===== config.mk =====
export PLATFORM = sky130hd
export DESIGN_NAME = rr_output_arbiter_flat
export DESIGN_NICKNAME = d
export VERILOG_FILES = /design/src/rtl/rr_output_arbiter_if.sv /design/src/rtl/rr_output_arbiter.sv /design/src/flat_wrapper.sv
export SDC_FILE = /design/constraint.sdc
export NUM_CORES = 1
export LEC_CHECK = 0
export CAP_MARGIN = 20
export CORE_ASPECT_RATIO = 1.4
export CORE_MARGIN = 3
export CORE_UTILIZATION = 23
export CTS_CLUSTER_DIAMETER = 120
export CTS_CLUSTER_SIZE = 40
export DETAILED_ROUTE_END_ITERATION = 16
export PLACE_DENSITY = 0.38
export SKIP_CTS_REPAIR_TIMING = 1
export SYNTH_ARGS = -nofsm -noshare
export SYNTH_HDL_FRONTEND = slang
export SYNTH_SLANG_ARGS = --single-unit

===== constraint.sdc =====
create_clock -name clk -period 10.9 [get_ports clk]
set_input_delay 2.18 -clock clk [delete_from_list [all_inputs] [get_ports clk]]
set_output_delay 2.18 -clock clk [all_outputs]
set_load 0.01 [all_outputs]

===== src/rtl/rr_output_arbiter_if.sv =====
// Request/grant bundle between the mesh input ports and the per-output arbiter.
// The tail-flit release strobe is named release_req because "release" is reserved in SystemVerilog.
interface rr_output_arbiter_if #(
  parameter int INPUTS        = 4,
  parameter int OUTPUTS       = 4,
  parameter int REQUEST_WIDTH = 2
);
  logic [INPUTS-1:0]                req_valid;
  logic [INPUTS*REQUEST_WIDTH-1:0]  req_dest;
  logic [INPUTS-1:0]                release_req;
  logic [INPUTS-1:0]                grant;
  logic [INPUTS-1:0]                granted;
  logic [OUTPUTS*REQUEST_WIDTH-1:0] route_select;
  logic [OUTPUTS-1:0]               output_busy;

  modport master (
    output req_valid, req_dest, release_req,
    input  grant, granted, route_select, output_busy
  );

  modport slave (
    input  req_valid, req_dest, release_req,
    output grant, granted, route_select, output_busy
  );
endinterface


===== src/rtl/rr_output_arbiter.sv =====
// Per-output round-robin arbiter with path locking for the 4x4 mesh switch crossbar.
// Each output is FREE or LOCKED; a lock is held until its owner raises release_req.
module rr_output_arbiter #(
  parameter int INPUTS        = 4,
  parameter int OUTPUTS       = 4,
  parameter int REQUEST_WIDTH = 2
) (
  input  logic               clk,
  input  logic               rst,
  rr_output_arbiter_if.slave bus
);
  typedef enum logic {FREE = 1'b0, LOCKED = 1'b1} state_t;
  typedef logic [REQUEST_WIDTH-1:0] idx_t;

  state_t            state_q [OUTPUTS];
  state_t            state_d [OUTPUTS];
  idx_t              owner_q [OUTPUTS];
  idx_t              owner_d [OUTPUTS];
  idx_t              ptr_q   [OUTPUTS];
  idx_t              ptr_d   [OUTPUTS];
  logic [INPUTS-1:0] eligible [OUTPUTS];
  logic [INPUTS-1:0] grant_q;
  logic [INPUTS-1:0] grant_d;
  logic [INPUTS-1:0] granted_w;
  logic              found   [OUTPUTS];
  int                win     [OUTPUTS];
  int                best    [OUTPUTS];

  always_comb begin
    granted_w = '0;
    for (int o = 0; o < OUTPUTS; o++) begin
      if (state_q[o] == LOCKED) granted_w[owner_q[o]] = 1'b1;
    end
  end

  // Destinations outside the output range never match any o, so they are dropped here.
  always_comb begin
    for (int o = 0; o < OUTPUTS; o++) begin
      eligible[o] = '0;
      for (int j = 0; j < INPUTS; j++) begin
        eligible[o][j] = bus.req_valid[j] && !granted_w[j] &&
                         (bus.req_dest[j*REQUEST_WIDTH +: REQUEST_WIDTH] == idx_t'(o));
      end
    end
  end

  always_comb begin
    grant_d = '0;
    for (int o = 0; o < OUTPUTS; o++) begin
      state_d[o] = state_q[o];
      owner_d[o] = owner_q[o];
      ptr_d[o]   = ptr_q[o];
      found[o]   = 1'b0;
      win[o]     = 0;
      best[o]    = INPUTS;
      case (state_q[o])
        FREE: begin
          // Winner is the eligible input at the smallest rotating distance from ptr.
          for (int j = 0; j < INPUTS; j++) begin
            if (eligible[o][j] && (((j - int'(ptr_q[o]) + INPUTS) % INPUTS) < best[o])) begin
              best[o] = (j - int'(ptr_q[o]) + INPUTS) % INPUTS;
              win[o]  = j;
            end
          end
          found[o] = (best[o] < INPUTS);
          if (found[o]) begin
            state_d[o] = LOCKED;
            owner_d[o] = idx_t'(win[o]);
            ptr_d[o]   = idx_t'((win[o] + 1) % INPUTS);
            for (int j = 0; j < INPUTS; j++) begin
              if (j == win[o]) grant_d[j] = 1'b1;
            end
          end
        end
        LOCKED: begin
          if (bus.release_req[owner_q[o]]) state_d[o] = FREE;
        end
        default: state_d[o] = FREE;
      endcase
    end
  end

  always_ff @(posedge clk) begin
    if (rst) begin
      for (int o = 0; o < OUTPUTS; o++) begin
        state_q[o] <= FREE;
        owner_q[o] <= '0;
        ptr_q[o]   <= '0;
      end
      grant_q <= '0;
    end else begin
      for (int o = 0; o < OUTPUTS; o++) begin
        state_q[o] <= state_d[o];
        owner_q[o] <= owner_d[o];
        ptr_q[o]   <= ptr_d[o];
      end
      grant_q <= grant_d;
    end
  end

  always_comb begin
    bus.route_select = '0;
    bus.output_busy  = '0;
    for (int o = 0; o < OUTPUTS; o++) begin
      bus.route_select[o*REQUEST_WIDTH +: REQUEST_WIDTH] = owner_q[o];
      bus.output_busy[o] = (state_q[o] == LOCKED);
    end
  end

  assign bus.grant   = grant_q;
  assign bus.granted = granted_w;
endmodule


===== src/flat_wrapper.sv =====
// flat-port wrapper written by rule: the top's interface ports become plain ports
module rr_output_arbiter_flat 
#(
  parameter int INPUTS        = 4,
  parameter int OUTPUTS       = 4,
  parameter int REQUEST_WIDTH = 2
)
  (clk, rst, bus_req_valid, bus_req_dest, bus_release_req, bus_grant, bus_granted, bus_route_select, bus_output_busy);
  rr_output_arbiter_if #(.INPUTS(INPUTS), .OUTPUTS(OUTPUTS), .REQUEST_WIDTH(REQUEST_WIDTH)) bus_i ();
  input  logic clk;
  input  logic rst;
  input wire logic [$bits(bus_i.req_valid)-1:0] bus_req_valid;
  input wire logic [$bits(bus_i.req_dest)-1:0] bus_req_dest;
  input wire logic [$bits(bus_i.release_req)-1:0] bus_release_req;
  output wire logic [$bits(bus_i.grant)-1:0] bus_grant;
  output wire logic [$bits(bus_i.granted)-1:0] bus_granted;
  output wire logic [$bits(bus_i.route_select)-1:0] bus_route_select;
  output wire logic [$bits(bus_i.output_busy)-1:0] bus_output_busy;
  assign bus_i.req_valid = bus_req_valid;
  assign bus_i.req_dest = bus_req_dest;
  assign bus_i.release_req = bus_release_req;
  assign bus_grant = bus_i.grant;
  assign bus_granted = bus_i.granted;
  assign bus_route_select = bus_i.route_select;
  assign bus_output_busy = bus_i.output_busy;
  rr_output_arbiter #(.INPUTS(INPUTS), .OUTPUTS(OUTPUTS), .REQUEST_WIDTH(REQUEST_WIDTH)) u_core (.clk(clk), .rst(rst), .bus(bus_i));
endmodule

# ---- Word level (Yosys, flattened, before mapping)
# Memory sizes are Yosys's and may differ from the RTL's.
# Index checks and enable logic that the tools add are counted.
dict set report classes {
  addsub 36
  multipliers 0
  div_mod_pow 0
  n_lt_le_gt_ge 28
  eq_ne 24
  n_shift 0
  mux 135
  n_bitwise 35
  n_reduce_logical 68
}
# operator n
set op_table {}
lappend op_table {{32-bit 2-to-1 mux} 36}
lappend op_table {{32-bit by 4-bit adder with 32-bit output (second input constant)} 16}
lappend op_table {{3-bit by 32-bit < comparator with 1-bit output} 12}
lappend op_table {{3-bit by 32-bit == test with 1-bit output (first input constant)} 8}
lappend op_table {{2-bit by 32-bit == test with 1-bit output (first input constant)} 4}
lappend op_table {{32-bit logical NOT} 4}
lappend op_table {{32-bit by 4-bit < comparator with 1-bit output (second input constant)} 4}
lappend op_table {{2-bit 2-to-1 mux} 32}
lappend op_table {{4-bit 2-to-1 mux} 12}
lappend op_table {{1-bit 2-to-1 mux} 43}
lappend op_table {{1-bit logical AND} 40}
lappend op_table {{2-bit OR reduction} 16}
lappend op_table {{1-bit by 2-bit subtractor with 3-bit output (first input constant)} 8}
lappend op_table {{2-bit by 2-bit subtractor with 3-bit output (first input constant)} 8}
lappend op_table {{1-bit bitwise AND} 16}
lappend op_table {{2-bit == test (second input constant)} 8}
lappend op_table {{3-bit by 4-bit < comparator with 1-bit output (second input constant)} 4}
lappend op_table {{2-bit by 3-bit < comparator with 1-bit output (second input constant)} 4}
lappend op_table {{1-bit bitwise OR} 12}
lappend op_table {{4-bit bitwise OR} 3}
lappend op_table {{2-bit adder (second input constant)} 4}
lappend op_table {{1-bit binary-select mux with 2-bit select} 4}
lappend op_table {{1-bit demux with 2-bit select} 4}
lappend op_table {{2-bit by 1-bit == test with 1-bit output (second input constant)} 4}
lappend op_table {{5 further kinds} 20}
dict set report word_totals {
  reg_bits 4
  latchBits 0
  ramBits 20
  romBits 0
  input_bits 18
  out_inout_bits 20
  wordCells 330
  memories 3
}
# memory depth word_bits rd rd_clocked_by_memory_dff wr line_no
set memory_table {}
lappend memory_table {u_core.owner_q 4 2 4 0 4 rr_output_arbiter.sv:17} ;# idx_t owner_q [OUTPUTS];
lappend memory_table {u_core.ptr_q 4 2 4 0 4 rr_output_arbiter.sv:19} ;# idx_t ptr_q [OUTPUTS];
lappend memory_table {u_core.state_q 4 1 4 0 4 rr_output_arbiter.sv:15} ;# state_t state_q [OUTPUTS];

# ---- Logic depth before layout (Yosys ltp)
# An unclocked memory read counts as a cell.
dict set report depth {
  word_depth 43
  ltp_mapped 20
  mapped_depth_nobuf 19
}

# ---- Worst setup path before layout
# No wires, ideal clock.
dict set report synth_path {
  path_type {input port to flip-flop}
  from {input port bus_req_dest[0]}
  to {register u_core.grant_q[1], in the netlist u_core.bus.grant[1]}
  setup_time_ns 0.129
  arrival_ns 5.401
  t_required_ns 10.771
  setup_slack_ns 5.369
  cell_stages 16
  path_buffers 0
  cell_sequence {or4_4 nand2_1 o21ai_0 a21oi_1 ha_1 o21ai_0 a22o_1 mux2_2 ha_1 o21ai_2 a31oi_1 nor3_2 or3_1 ha_1 a222oi_1 a21oi_1}
}
dict set report synth_via {
  elab_chain_len 30
}
# item line_no
set synth_lines {}
lappend synth_lines {{from (decl)} flat_wrapper.sv:13} ;# input wire logic [$bits(bus_i.req_dest)-1:0] bus_req_dest;
lappend synth_lines {{parallel branches: the longest is 29 deep, another holds 3-bit by 32-bit < comparator with 1-bit output} --}
lappend synth_lines {{4-bit 2-to-1 mux (*)} rr_output_arbiter.sv:56} ;# case (state_q[o])
lappend synth_lines {{to (signal assigned)} rr_output_arbiter.sv:97} ;# grant_q <= grant_d;
lappend synth_lines {{to (decl)} rr_output_arbiter.sv:22} ;# logic [INPUTS-1:0] grant_q;
# Mark *: on every way between the ends. The select of a mux whose other input is x is not followed.
# A chain may end at the register's enable or synchronous reset.

# ---- Worst setup path after layout
dict set report layout_path {
  from {input port bus_req_dest[0]}
  to {register u_core.grant_q[2], in the netlist u_core.bus.grant[2]}
}
dict set report layout_via {
  elab_chain_len 30
}
# item line_no
set layout_lines {}
lappend layout_lines {{parallel branches: the longest is 29 deep, another holds 3-bit by 32-bit < comparator with 1-bit output} --}
lappend layout_lines {{4-bit 2-to-1 mux (*)} rr_output_arbiter.sv:56}
# Marks and branches as above.

==> flow_summary_export.csv <==
group,metric,value,unit
run_status,status,"finished clean",
synth,synth_nets,338,
setup_path,arrival,6.46,ns
drt,antenna_left,0,
global_route,antenna_found_initial,0,
drt,firstDrtPassIters,4,
drt,drc_errors,0,
pwr,pwr-share-comb,0.439,
cells_and_area,nets,371,
synth,synth_seq_cells,24,
cts,cts_max_level,1,
cells_and_area,antenna_cells,0,
pwr,cellPowerDensity,135,mW/mm²
floorplan,die_area,0.0120,mm²
synth,synthCells,298,
pwr,leakage,1.16,nW
cts,clk_pin_slew_worst_paths,0.07,ns
placement,io_buffers,37,
timing,fmaxAchievable,158,MHz
timing,hold_viol_final,0,
synth,synth_top_area_share,0.195,
synth,syn-cell-area,0.00246,mm²
pwr,switchingPower,154,µW
min_path,holdPathStages,2,
drt,post_drt_via_cell_ratio,5.03,
drt,wire_per_inst,17.0,µm
cells_and_area,utilization,0.293,
timing,drv_slew,0,
synth,synth_most_common_cell,"nand2_1",
global_route,grt_pass1_vias,2388,
setup_path,reg2reg_to,"u_core.bus.grant[2]",
timing,layout_min_cycle_time,6.35,ns
global_route,grt_pass1_wl,12700,µm
pwr,ir_worst_vdd,0.0521,mV
global_route,globalRoute.totalOverflow,0,
synth,ys_warn_count,0,
floorplan,ioPinCount,38,
setup_path,r2r-start,"u_core.owner_q[0][5]",
pwr,seqPwrFrac,0.300,
pwr,switching_share,0.375,
placement,pre_cts_ws,4.25,ns
cts,insertion_delay,0.26,ns
placement,hpwl,6510,µm
cts,cts-root-buf,"clkbuf_16",
cells_and_area,design_area,0.00305,mm²
setup_path,cp-start-kind,"input pin",
cts,cts_buffers,3,
cts,tritoncts,"yes",
pwr,intPower,257,µW
timing,clock_skew,0.00388,ns
floorplan,die_h,128,µm
synth,synthArstFlopShare,0,
pwr,p_total,411,µW
timing,max_slew_margin,0.420,
synth,synth-simple-area-share,0.263,
synth,synthAdderAreaFrac,0.112,
min_path,hold_path.startpoint,"u_core.ptr_q[1][1]",
min_path,min-delay-path-class,"flip-flop to flip-flop",
timing,rsz0062_at_grt,"false",
cts,clk_path_buf_depth,2,
synth,synth_flop_cell,"dfxtp_1",
floorplan,initial_core_util,0.237,
placement,routabilityCongestion,0.860,
synth,synth-edff-count,0,
drt,vias,2355,
min_path,holdPathEnd,"u_core.ptr_q[1][1]",
cts,clkSinkCount,24,
timing,fin_crit_sh,0.582,
synth,ys_types,77,
synth,synth_commonest_cells,"31 x nand2_1, 24 x dfxtp_1, 23 x inv_1, 22 x ha_1, 20 x nor2_1",
synth,synth_xor_area_frac,0.0142,
timing,worstMarginPinSlew,0.867,ns
timing,finalWorstSetupSlack,4.55,ns
setup_path,crit_fanout,6,
floorplan,die_w,93.4,µm
global_route,track_usage,0.134,
setup_path,rrSetupSlack,6.34,ns
cells_and_area,area_growth_syn_to_layout,23.7,%
global_route,grt_max_degree,19,
floorplan,core_area,0.0104,mm²
synth,yosys-mux-area-fraction,0.0630,
placement,post_dp_cell_area,0.00294,mm²
synth,ys_seq_area_frac,0.195,
pwr,power.share.clock,0.261,
timing,fin_tns_setup,0,ns
timing,setup_viol,0,
setup_path,required,11.01,ns
drt,totalWireLength,7960,µm
setup_path,path_class,"input pin to flip-flop",
synth,synth_area_leaders,"dfxtp_1 20%, ha_1 11%, nand2_1 4.7%",
drt,first_iter_violations,103,
floorplan,rows,44,
setup_path,reg2regPathDepth,18,
cells_and_area,layout-drive-gt1-share,0.148,
synth,synth_top_area_cell,"dfxtp_1",
synth,synth.avg_cell_area,8.26,µm²
setup_path,end_kind,"flip-flop",
run,maxCapViolations,0,
synth,synth_top_family_by_area,"compound AO/OA/AOI/OAI gates",
synth,synth_compound_area_frac,0.290,
[cell usage in the layout (no fill, tap or decap), types with 4 or more instances in the layout]
master / n
nand2b_1: 4
ha_1: 22
a31oi_1: 7
nand3_1: 4
nor2_1: 20
clkdlybuf4s50_1: 37
or4_4: 4
or3_1: 5
o21ai_0: 16
inv_1: 23
a21oi_1: 19
dfxtp_1: 24
nand2_1: 31
a22oi_1: 4
nor3_1: 6
o21ai_2: 4
nor2b_1: 4
mux2i_1: 5
nand4_1: 4
[worst max-delay path by stage]
stage | startpoint | endpoint | slack [ns]
6_report | bus_req_dest[0] | u_core.bus.grant[2] | 4.55
5_1_grt | bus_req_dest[0] | u_core.bus.grant[2] | 4.08
4_1_cts | bus_req_dest[0] | u_core.bus.grant[2] | 4.49
3_5_place_dp | bus_req_dest[0] | u_core.bus.grant[2] | 4.25
3_3_place_gp | bus_req_dest[0] | u_core.bus.grant[2] | 4.28
2_1_floorplan | bus_req_dest[0] | u_core.bus.grant[1] | 5.37
[critical path, stage by stage]
cell             delay, ns
clkdlybuf4s50_1       0.59
and3b_1               0.24
and3_1                0.35
mux2i_1               0.22
a22oi_1               0.12
ha_1                  0.31
a21oi_1               0.07
o21ai_0               0.28
o21ai_0               0.17
ha_1                  0.28
o21ai_0               0.11
a21o_1                0.19
a21boi_0              0.51
inv_1                 0.14
ha_1                  0.22
a222oi_1              0.35
a21oi_1               0.11
[power by group through the flow]
stage | sequential [mW] | clock [mW] | combinational [mW]
after floorplan | 0.122 | 0 | 0.120
after global placement | 0.126 | 0 | 0.183
after detailed placement | 0.126 | 0 | 0.181
after CTS | 0.124 | 0.111 | 0.183
after global routing | 0.126 | 0.115 | 0.201
final | 0.123 | 0.107 | 0.180
[stage by stage]
step / instances / hold slack (ns)
3_3_place_gp: 464 / 0.524
5_1_grt: 468 / 0.570
3_5_place_dp: 464 / 0.531
2_1_floorplan: 298 / 0.486
6_report: 468 / 0.535
4_1_cts: 468 / 0.541
[cells by family after synthesis]
group           after synthesis
fa+ha+maj                    22
simple gates                113
buf+inv                      33
flops                        24
xor+xnor                      4
mux                          10
compound gates               92
[metal layers]
metal / GRT usage / wire length, µm / up-vias
met4: 0.0475 / 215 / 0
met3: 0.0181 / 269 / 12
met1: 0.153 / 3300 / 1129
met2: 0.253 / 4170 / 37
li1: - / - / 1177
met5: 0 / 0 / -
[final cells by class]
type	count	area, µm²
multi-input combinational	241	1830
timing repair buffer	37	370
clock inverter	1	30.0
clock buffer	3	75.1
fill	1110	7360
sequential	24	480
tap	138	173
inverter	24	90.1
[flip-flops by register name, indices dropped and copies added, names as in the netlist]
register,cells
u_core.state_q,4
u_core.owner_q,8
u_core.ptr_q,8
u_core.bus.grant,4
Power figures use the tool's default switching activity.
